===== src/rtl/spi_regfile_pkg.sv =====
// Shared types and helpers for the SPI register-file peripheral.
package spi_regfile_pkg;

  typedef enum logic [1:0] {IDLE, CMD, DATA, FULL} state_t;

  localparam logic RW_WRITE = 1'b1;
  localparam logic RW_READ  = 1'b0;

  function automatic int frame_len(input int addr_w, input int data_w);
    return 1 + addr_w + data_w;
  endfunction

endpackage


===== src/rtl/spi_sync.sv =====
// Two-flop synchroniser followed by an edge-detect register for one SPI pin.
module spi_sync #(
  parameter logic RESET_VAL = 1'b0
) (
  input  logic clk,
  input  logic rst_n,
  input  logic din,
  output logic level,
  output logic rise,
  output logic fall
);

  logic meta_reg;
  logic sync_reg;
  logic prev_reg;

  always_ff @(posedge clk or negedge rst_n) begin
    if (!rst_n) begin
      meta_reg <= RESET_VAL;
      sync_reg <= RESET_VAL;
      prev_reg <= RESET_VAL;
    end else begin
      meta_reg <= din;
      sync_reg <= meta_reg;
      prev_reg <= sync_reg;
    end
  end

  assign level = sync_reg;
  assign rise  = sync_reg & ~prev_reg;
  assign fall  = ~sync_reg & prev_reg;

endmodule


===== src/rtl/spi_regfile_peripheral.sv =====
// SPI mode-0 slave register file: RW bit, address and data frames, oversampled in clk.
module spi_regfile_peripheral
  import spi_regfile_pkg::*;
#(
  parameter int ADDR_W   = 7,
  parameter int DATA_W   = 8,
  parameter int NUM_REGS = 5
) (
  input  logic                       clk,
  input  logic                       rst_n,
  input  logic                       sclk,
  input  logic                       ncs,
  input  logic                       copi,
  output logic                       cipo,
  output logic                       cipo_oe,
  output logic [NUM_REGS*DATA_W-1:0] regs,
  output logic [NUM_REGS-1:0]        wr_strobe,
  output logic                       frame_err
);

  localparam int FRAME_LEN = frame_len(ADDR_W, DATA_W);
  localparam int CNT_W     = $clog2(FRAME_LEN + 1);
  localparam int SH_W      = (ADDR_W + 1 > DATA_W) ? ADDR_W + 1 : DATA_W;

  logic sclk_rise, sclk_fall, ncs_level, ncs_rise, ncs_fall, copi_level;
  logic unused_sclk_level, unused_copi_rise, unused_copi_fall, unused_sh_msb;

  spi_sync #(.RESET_VAL(1'b0)) u_sync_sclk (
    .clk(clk), .rst_n(rst_n), .din(sclk),
    .level(unused_sclk_level), .rise(sclk_rise), .fall(sclk_fall)
  );
  // nCS idles high, so its synchroniser resets high to avoid a false fall.
  spi_sync #(.RESET_VAL(1'b1)) u_sync_ncs (
    .clk(clk), .rst_n(rst_n), .din(ncs),
    .level(ncs_level), .rise(ncs_rise), .fall(ncs_fall)
  );
  spi_sync #(.RESET_VAL(1'b0)) u_sync_copi (
    .clk(clk), .rst_n(rst_n), .din(copi),
    .level(copi_level), .rise(unused_copi_rise), .fall(unused_copi_fall)
  );

  state_t              state_reg, state_next;
  logic [CNT_W-1:0]    cnt_reg, cnt_next;
  logic                ovr_reg, ovr_next;
  logic [SH_W-1:0]     sh_reg, sh_next, sh_shift;
  logic                rw_reg, rw_next;
  logic [ADDR_W-1:0]   addr_reg, addr_next, cmd_addr;
  logic [DATA_W-1:0]   rd_sh_reg, rd_sh_next, rd_word;
  logic                cipo_reg, cipo_next;
  logic                err_reg, err_next;
  logic                wr_en;

  assign sh_shift      = {sh_reg[SH_W-2:0], copi_level};
  assign cmd_addr      = sh_shift[ADDR_W-1:0];
  assign unused_sh_msb = sh_reg[SH_W-1];

  // Unimplemented addresses match no register and read back as zero.
  always_comb begin
    rd_word = '0;
    for (int i = 0; i < NUM_REGS; i++) begin
      if (cmd_addr == ADDR_W'(i)) rd_word = regs[i*DATA_W +: DATA_W];
    end
  end

  always_ff @(posedge clk or negedge rst_n) begin
    if (!rst_n) begin
      state_reg <= IDLE;
      cnt_reg   <= '0;
      ovr_reg   <= 1'b0;
      sh_reg    <= '0;
      rw_reg    <= 1'b0;
      addr_reg  <= '0;
      rd_sh_reg <= '0;
      cipo_reg  <= 1'b0;
      err_reg   <= 1'b0;
    end else begin
      state_reg <= state_next;
      cnt_reg   <= cnt_next;
      ovr_reg   <= ovr_next;
      sh_reg    <= sh_next;
      rw_reg    <= rw_next;
      addr_reg  <= addr_next;
      rd_sh_reg <= rd_sh_next;
      cipo_reg  <= cipo_next;
      err_reg   <= err_next;
    end
  end

  always_comb begin
    state_next = state_reg;
    cnt_next   = cnt_reg;
    ovr_next   = ovr_reg;
    sh_next    = sh_reg;
    rw_next    = rw_reg;
    addr_next  = addr_reg;
    rd_sh_next = rd_sh_reg;
    cipo_next  = cipo_reg;
    err_next   = 1'b0;
    wr_en      = 1'b0;
    // A deselect outranks any SCLK edge seen in the same cycle.
    if (ncs_rise) begin
      state_next = IDLE;
      cipo_next  = 1'b0;
      if (state_reg != IDLE) begin
        if (state_reg == FULL && !ovr_reg) wr_en = (rw_reg == RW_WRITE);
        else                               err_next = 1'b1;
      end
    end else begin
      case (state_reg)
        IDLE: if (ncs_fall) begin
          state_next = CMD;
          cnt_next   = '0;
          ovr_next   = 1'b0;
          cipo_next  = 1'b0;
        end
        CMD: if (sclk_rise) begin
          sh_next  = sh_shift;
          cnt_next = cnt_reg + CNT_W'(1);
          if (cnt_reg == CNT_W'(ADDR_W)) begin
            state_next = DATA;
            rw_next    = sh_shift[ADDR_W];
            addr_next  = cmd_addr;
            rd_sh_next = rd_word;
          end
        end else if (sclk_fall) begin
          cipo_next = 1'b0;
        end
        DATA: if (sclk_rise) begin
          sh_next  = sh_shift;
          cnt_next = cnt_reg + CNT_W'(1);
          if (cnt_reg == CNT_W'(FRAME_LEN - 1)) state_next = FULL;
        end else if (sclk_fall) begin
          cipo_next  = (rw_reg == RW_READ) & rd_sh_reg[DATA_W-1];
          rd_sh_next = rd_sh_reg << 1;
        end
        FULL: if (sclk_rise) begin
          ovr_next = 1'b1;
        end else if (sclk_fall) begin
          cipo_next = 1'b0;
        end
        default: state_next = IDLE;
      endcase
    end
  end

  for (genvar gi = 0; gi < NUM_REGS; gi++) begin : g_reg
    logic [DATA_W-1:0] value_reg;
    logic              strobe_reg;
    logic              hit;

    assign hit = wr_en && (addr_reg == ADDR_W'(gi));

    always_ff @(posedge clk or negedge rst_n) begin
      if (!rst_n) begin
        value_reg  <= '0;
        strobe_reg <= 1'b0;
      end else begin
        strobe_reg <= hit;
        if (hit) value_reg <= sh_reg[DATA_W-1:0];
      end
    end

    assign regs[gi*DATA_W +: DATA_W] = value_reg;
    assign wr_strobe[gi]             = strobe_reg;
  end

  assign cipo      = cipo_reg;
  assign cipo_oe   = ~ncs_level;
  assign frame_err = err_reg;

endmodule

===== config.mk =====
export PLATFORM = sky130hd
export DESIGN_NAME = spi_regfile_peripheral
export DESIGN_NICKNAME = d
export VERILOG_FILES = /design/src/rtl/spi_regfile_pkg.sv /design/src/rtl/spi_sync.sv /design/src/rtl/spi_regfile_peripheral.sv
export SDC_FILE = /design/constraint.sdc
export NUM_CORES = 1
export LEC_CHECK = 0
export CAP_MARGIN = 20
export CORE_ASPECT_RATIO = 1.1
export CORE_MARGIN = 3
export CORE_UTILIZATION = 47
export CTS_CLUSTER_SIZE = 30
export DETAILED_ROUTE_END_ITERATION = 8
export PLACE_DENSITY = 0.76
export RECOVER_POWER = 50
export SLEW_MARGIN = 5
export SYNTH_ARGS = -nofsm -noshare
export SYNTH_HDL_FRONTEND = slang
export SYNTH_HIERARCHICAL = 1
export SYNTH_SLANG_ARGS = --single-unit

===== constraint.sdc =====
create_clock -name clk -period 2.49 [get_ports clk]
set_input_delay 0.3735 -clock clk [delete_from_list [all_inputs] [get_ports clk]]
set_output_delay 0.3735 -clock clk [all_outputs]
set_load 0.01 [all_outputs]

# ---- After elaboration in Yosys (flattened, before gate mapping)
# Cells that the tools add are included.
# W data, S select, Z words.
dict set report totals {
  register_bits 87
  wordCells 127
  out_inout_bits 48
}
dict set report op_classes {
  muxes 35
  reduce_logical 24
  bitwise_logic 11
  addsub 1
  n_eq_ne 29
}
# operator n
set op_table {}
lappend op_table {{$mux W8} 9}
lappend op_table {{$eq A7 B2 Y1 const B} 4}
lappend op_table {{$ne A3 B3 Y1 const B} 7}
lappend op_table {{$pmux W8 S2} 1}
lappend op_table {{$eq A7 B1 Y1 const B} 2}
lappend op_table {{$eq A7 B3 Y1 const B} 2}
lappend op_table {{$logic_not A7 Y1} 2}
lappend op_table {{$mux W1} 13}
lappend op_table {{$mux W2} 6}
lappend op_table {{$ne A2 B2 Y1 const B} 6}
lappend op_table {{$reduce_and A4 Y1} 3}
lappend op_table {{$reduce_and A6 Y1} 2}
lappend op_table {{$mux W5} 2}
lappend op_table {{$pmux W5 S2} 1}
lappend op_table {{$reduce_bool A2 Y1} 4}
lappend op_table {{$logic_and A1 B1 Y1} 6}
lappend op_table {{$not A1 Y1} 6}
lappend op_table {{$pmux W2 S3} 1}
lappend op_table {{$add A5 B1 Y5 const B} 1}
lappend op_table {{$and A1 B1 Y1} 5}
lappend op_table {{$eq A5 B3 Y1 const B} 1}
lappend op_table {{$eq A5 B4 Y1 const B} 1}
lappend op_table {{$reduce_and A5 Y1} 1}
lappend op_table {{$eq A2 B2 Y1 const B} 2}
lappend op_table {{other kinds (11)} 12}

# ---- Logic depth before layout (Yosys ltp)
dict set report logic_depth {
  ltp_word 9
  ltp_mapped 7
  ltp_nobuf 6
}

# ---- By module
# Netlist, hierarchy kept.
# mod instances cells_per_inst area_each_um2
set modules_own_cells {}
lappend modules_own_cells {spi_regfile_peripheral 1 290 3771.1}
lappend modules_own_cells {{spi_sync at u_sync_copi ...} 2 5 90.1}
lappend modules_own_cells {{spi_sync at u_sync_ncs} 1 5 93.8}

# ---- Worst setup path after synthesis
# No wires, ideal clock.
dict set report synth_path {
  path_kind {flip-flop to flip-flop}
  start {register u_sync_ncs.sync_reg, in the netlist u_sync_ncs/level}
  end {register g_reg[4].value_reg[0]}
  period_less_slack_ps 2310
  path_slack_ps 180
  t_required_ps 2365
  t_arrival_ps 2185
  path_stages_with_launch 7
  path_cell_list {dfstp_2 -> nor2b_1 -> and4bb_1 -> nand3_4 -> or4b_4 -> buf_6 -> mux2_4}
}
dict set report synth_between {
  elab_chain_cells 3
}
# element line
set synth_lines {}
lappend synth_lines {{from (decl)} spi_sync.sv:14} ;# logic sync_reg;
lappend synth_lines {{from (signal assigned)} spi_sync.sv:24} ;# sync_reg <= meta_reg;
lappend synth_lines {{$and A1 B1 Y1} spi_sync.sv:30} ;# assign rise = sync_reg & ~prev_reg;
lappend synth_lines {{net ncs_rise} spi_regfile_peripheral.sv:25} ;# logic sclk_rise, sclk_fall, ncs_level, ncs_rise, ncs_fall, copi_level;
lappend synth_lines {{$mux W1} spi_regfile_peripheral.sv:101} ;# if (ncs_rise) begin
lappend synth_lines {{$logic_and A1 B1 Y1} spi_regfile_peripheral.sv:151} ;# assign hit = wr_en && (addr_reg == ADDR_W'(gi));
lappend synth_lines {{to (signal assigned)} spi_regfile_peripheral.sv:159} ;# if (hit) value_reg <= sh_reg[DATA_W-1:0];
lappend synth_lines {{to (decl)} spi_regfile_peripheral.sv:147} ;# logic [DATA_W-1:0] value_reg;
# The timed path passes the listed nets, and every way through them passes these cells.
# A chain may end at the register's enable or synchronous reset.

# ---- Worst setup path in the final report
dict set report layout_path {
  start {register state_reg[0]}
  end {register g_reg[4].value_reg[5]}
}
dict set report layout_between {
  elab_chain_cells 6
  word_cells_on_any_way 7
  classes_between {eq/ne (1); mux (3); reduce/logical (3)}
}
# element line
set layout_lines {}
lappend layout_lines {{from (decl)} spi_regfile_peripheral.sv:42} ;# state_t state_reg, state_next;
lappend layout_lines {{from (signal assigned)} spi_regfile_peripheral.sv:77} ;# state_reg <= state_next;
lappend layout_lines {{$eq A2 B2 Y1} spi_regfile_peripheral.sv:105} ;# if (state_reg == FULL && !ovr_reg) wr_en = (rw_reg == RW_WRITE);
lappend layout_lines {{$logic_and A1 B1 Y1} spi_regfile_peripheral.sv:105}
lappend layout_lines {{$mux W1} spi_regfile_peripheral.sv:105}
lappend layout_lines {{$mux W1 *} spi_regfile_peripheral.sv:104} ;# if (state_reg != IDLE) begin
lappend layout_lines {{$mux W1 *} spi_regfile_peripheral.sv:101}
lappend layout_lines {{$logic_and A1 B1 Y1 *} spi_regfile_peripheral.sv:151}
# Every way passes the cells marked *; elsewhere a longest branch is shown, timed or not.

==> impl_metrics.env <==
export IMPL_status="finished, final reports clean"
export IMPL_hpwl_um=5850
export IMPL_grt_pass1_wl_um=14100
export IMPL_wl_per_cell_um=18.1
export IMPL_power_density_nw_per_um2=687
export IMPL_crit_fanout=9
export IMPL_fp_dieH_um=103
export IMPL_hold_violations=0
export IMPL_first_iter_violations=135
export IMPL_syn_num_nets=313
export IMPL_fin_nets=369
export IMPL_fin_crit_ns=2.32
export IMPL_cts_tree="built"
export IMPL_finalSetupViolCount=0
export IMPL_antenna_found_initial=0
export IMPL_rsz0062_at_grt="false"
export IMPL_grt_pass1_vias=2685
export IMPL_die_w_um=94.0
export IMPL_routed_via_density=5.61
export IMPL_clk_pin_slew_ns=0.09
export IMPL_hp_class="register to register"
export IMPL_utilization_pct=59.7
export IMPL_worstPathCellList="inv_1, ha_1, and4bb_1, nand3_4, or4b_4, mux2_4"
export IMPL_core_area_um2=8080
export IMPL_slowest_stage="or4b_4"
export IMPL_vdd_drop_max_mv=0.568
export IMPL_rows=34
export IMPL_clock_skew_ns=0.0156
export IMPL_end_kind="register"
export IMPL_largest_register_ffs=40
export IMPL_final_max_slew_violation_count=0
export IMPL_final_area_um2=4830
export IMPL_grt_ovfl_total=0
export IMPL_grt_usage_pct=19.2
export IMPL_setup_tns_ns=0
export IMPL_antenna_left=0
export IMPL_io_buffers=52
export IMPL_slowest_delay_ns=0.67
export IMPL_final_layout_size_suffix_gt1_share_pct=27.0
export IMPL_cts_buffers=9
export IMPL_start_util_pct=49.6
export IMPL_drv_cap=0
export IMPL_place_area_um2=4640
export IMPL_die_area_um2=9670
export IMPL_gp_congestion=0.816
export IMPL_synth_warnings=6
export IMPL_synth_area_um2=4010
export IMPL_synth_area_per_cell_um2=13.3
export IMPL_diodes=0
export IMPL_cts_sink_count=87
export IMPL_wl_um=8520
export IMPL_cp_required_ns=2.73
export IMPL_htree_levels=3
export IMPL_fin_ws_ns=0.167
export IMPL_path_class="register to register"
export IMPL_slew_headroom_pct=31.8
export IMPL_syn_inst=302
export IMPL_syn2layout_area_growth_pct=20.6
export IMPL_firstDrtPassIters=4
export IMPL_clk_latency_ns=0.36
export IMPL_pre_cts_ws_ns=0.143
export IMPL_worstMarginPinSlew_ns=1.02
export IMPL_num_io_pins=53
export IMPL_cts_root_buf="clkbuf_8"
export IMPL_p_leak_uw=0.00228
export IMPL_route_detailed_drc=0
export IMPL_grt_max_degree=42
export IMPL_post_route_period_util_pct=93.3
export IMPL_fmaxAchievable_mhz=431
export IMPL_cts_buffer_depth=2
export IMPL_start_kind="register"
export IMPL_vias=2643
export IMPL_crit_arrival_ns=2.56
layer usage:
layer | global-route usage [%] | wire [um]
met1 | 26.7 | 3900
met2 | 30.9 | 4150
met3 | 3.58 | 364
met4 | 5.89 | 105
met5 | 0 | 0
area by class of cell:
| type | count | area (um^2) |
|---|---|---|
| Timing Repair Buffer | 65 | 602 |
| Multi-Input combinational cell | 188 | 1700 |
| Tap cell | 108 | 135 |
| Fill cell | 669 | 3250 |
| Sequential cell | 87 | 2180 |
| Clock inverter | 7 | 63.8 |
| Inverter | 7 | 26.3 |
| Clock buffer | 9 | 124 |
repair_timing:
action / CTS / global route
resized for setup: 0 / 1
endpoints found under the hold margin: 9 / 0
endpoints found under the setup margin: 0 / 6
setup buffers: 0 / 0
hold buffers: 1 / 0
per-stage QoR:
stage,std cells,hold slack (ns),power [uW]
global placement,454,0.333,2380
global route,471,0.369,3500
CTS,471,0.356,3350
finish,471,0.353,3320
detailed placement,454,0.335,2410
floorplan,302,0.0779,2150
power by group:
part | internal, uW | switching (uW) | total, uW
Sequential | 1500 | 195 | 1700
Combinational | 291 | 389 | 680
Clock | 388 | 549 | 937
worst max-delay path: cells and delay by family (launching register included):
| family | cells | cell delay, ns |
|---|---|---|
| adders and majority gates | 1 | 0.27 |
| DFF | 1 | 0.39 |
| and+or+nand+nor | 3 | 1.13 |
| muxes | 1 | 0.34 |
| buffers and inverters | 1 | 0.08 |
final timing paths:
path | start | to | slack, ns | cells past startpoint
worst max-delay path | state_reg[0] | g_reg[4].value_reg[5] | 0.17 | 6
min in group asynchronous | rst_n | g_reg[1].value_reg[4] | 0.71 | 2
worst min register to register | u_sync_sclk/meta_reg | u_sync_sclk/level | 0.35 | 0
worst min-delay path | u_sync_sclk/meta_reg | u_sync_sclk/level | 0.35 | 0
worst max register to register | state_reg[0] | g_reg[4].value_reg[5] | 0.17 | 6
max in group asynchronous | rst_n | addr_reg[0] | 0.45 | 3
cell usage in the layout, fill, tap and decap left out, drive strengths merged, types with 3 or more instances in the layout:
cell type      count
nor2              10
dlygate4sd3       17
inv               12
nand2b             4
nor2b              4
ha                 6
nand3b            11
nand2              6
nor3               9
o221ai             4
mux2i             18
a21oi              3
o21ai              8
clkdlybuf4s50     35
a21o               4
mux2              58
nor4               3
dfrtp             84
dfstp              3
o21a               4
and2b              3
a32o               4
or4b               3
nor3b              3
clkbuf            14
buf                8
Note: power is estimated with default switching activity, not from simulation.
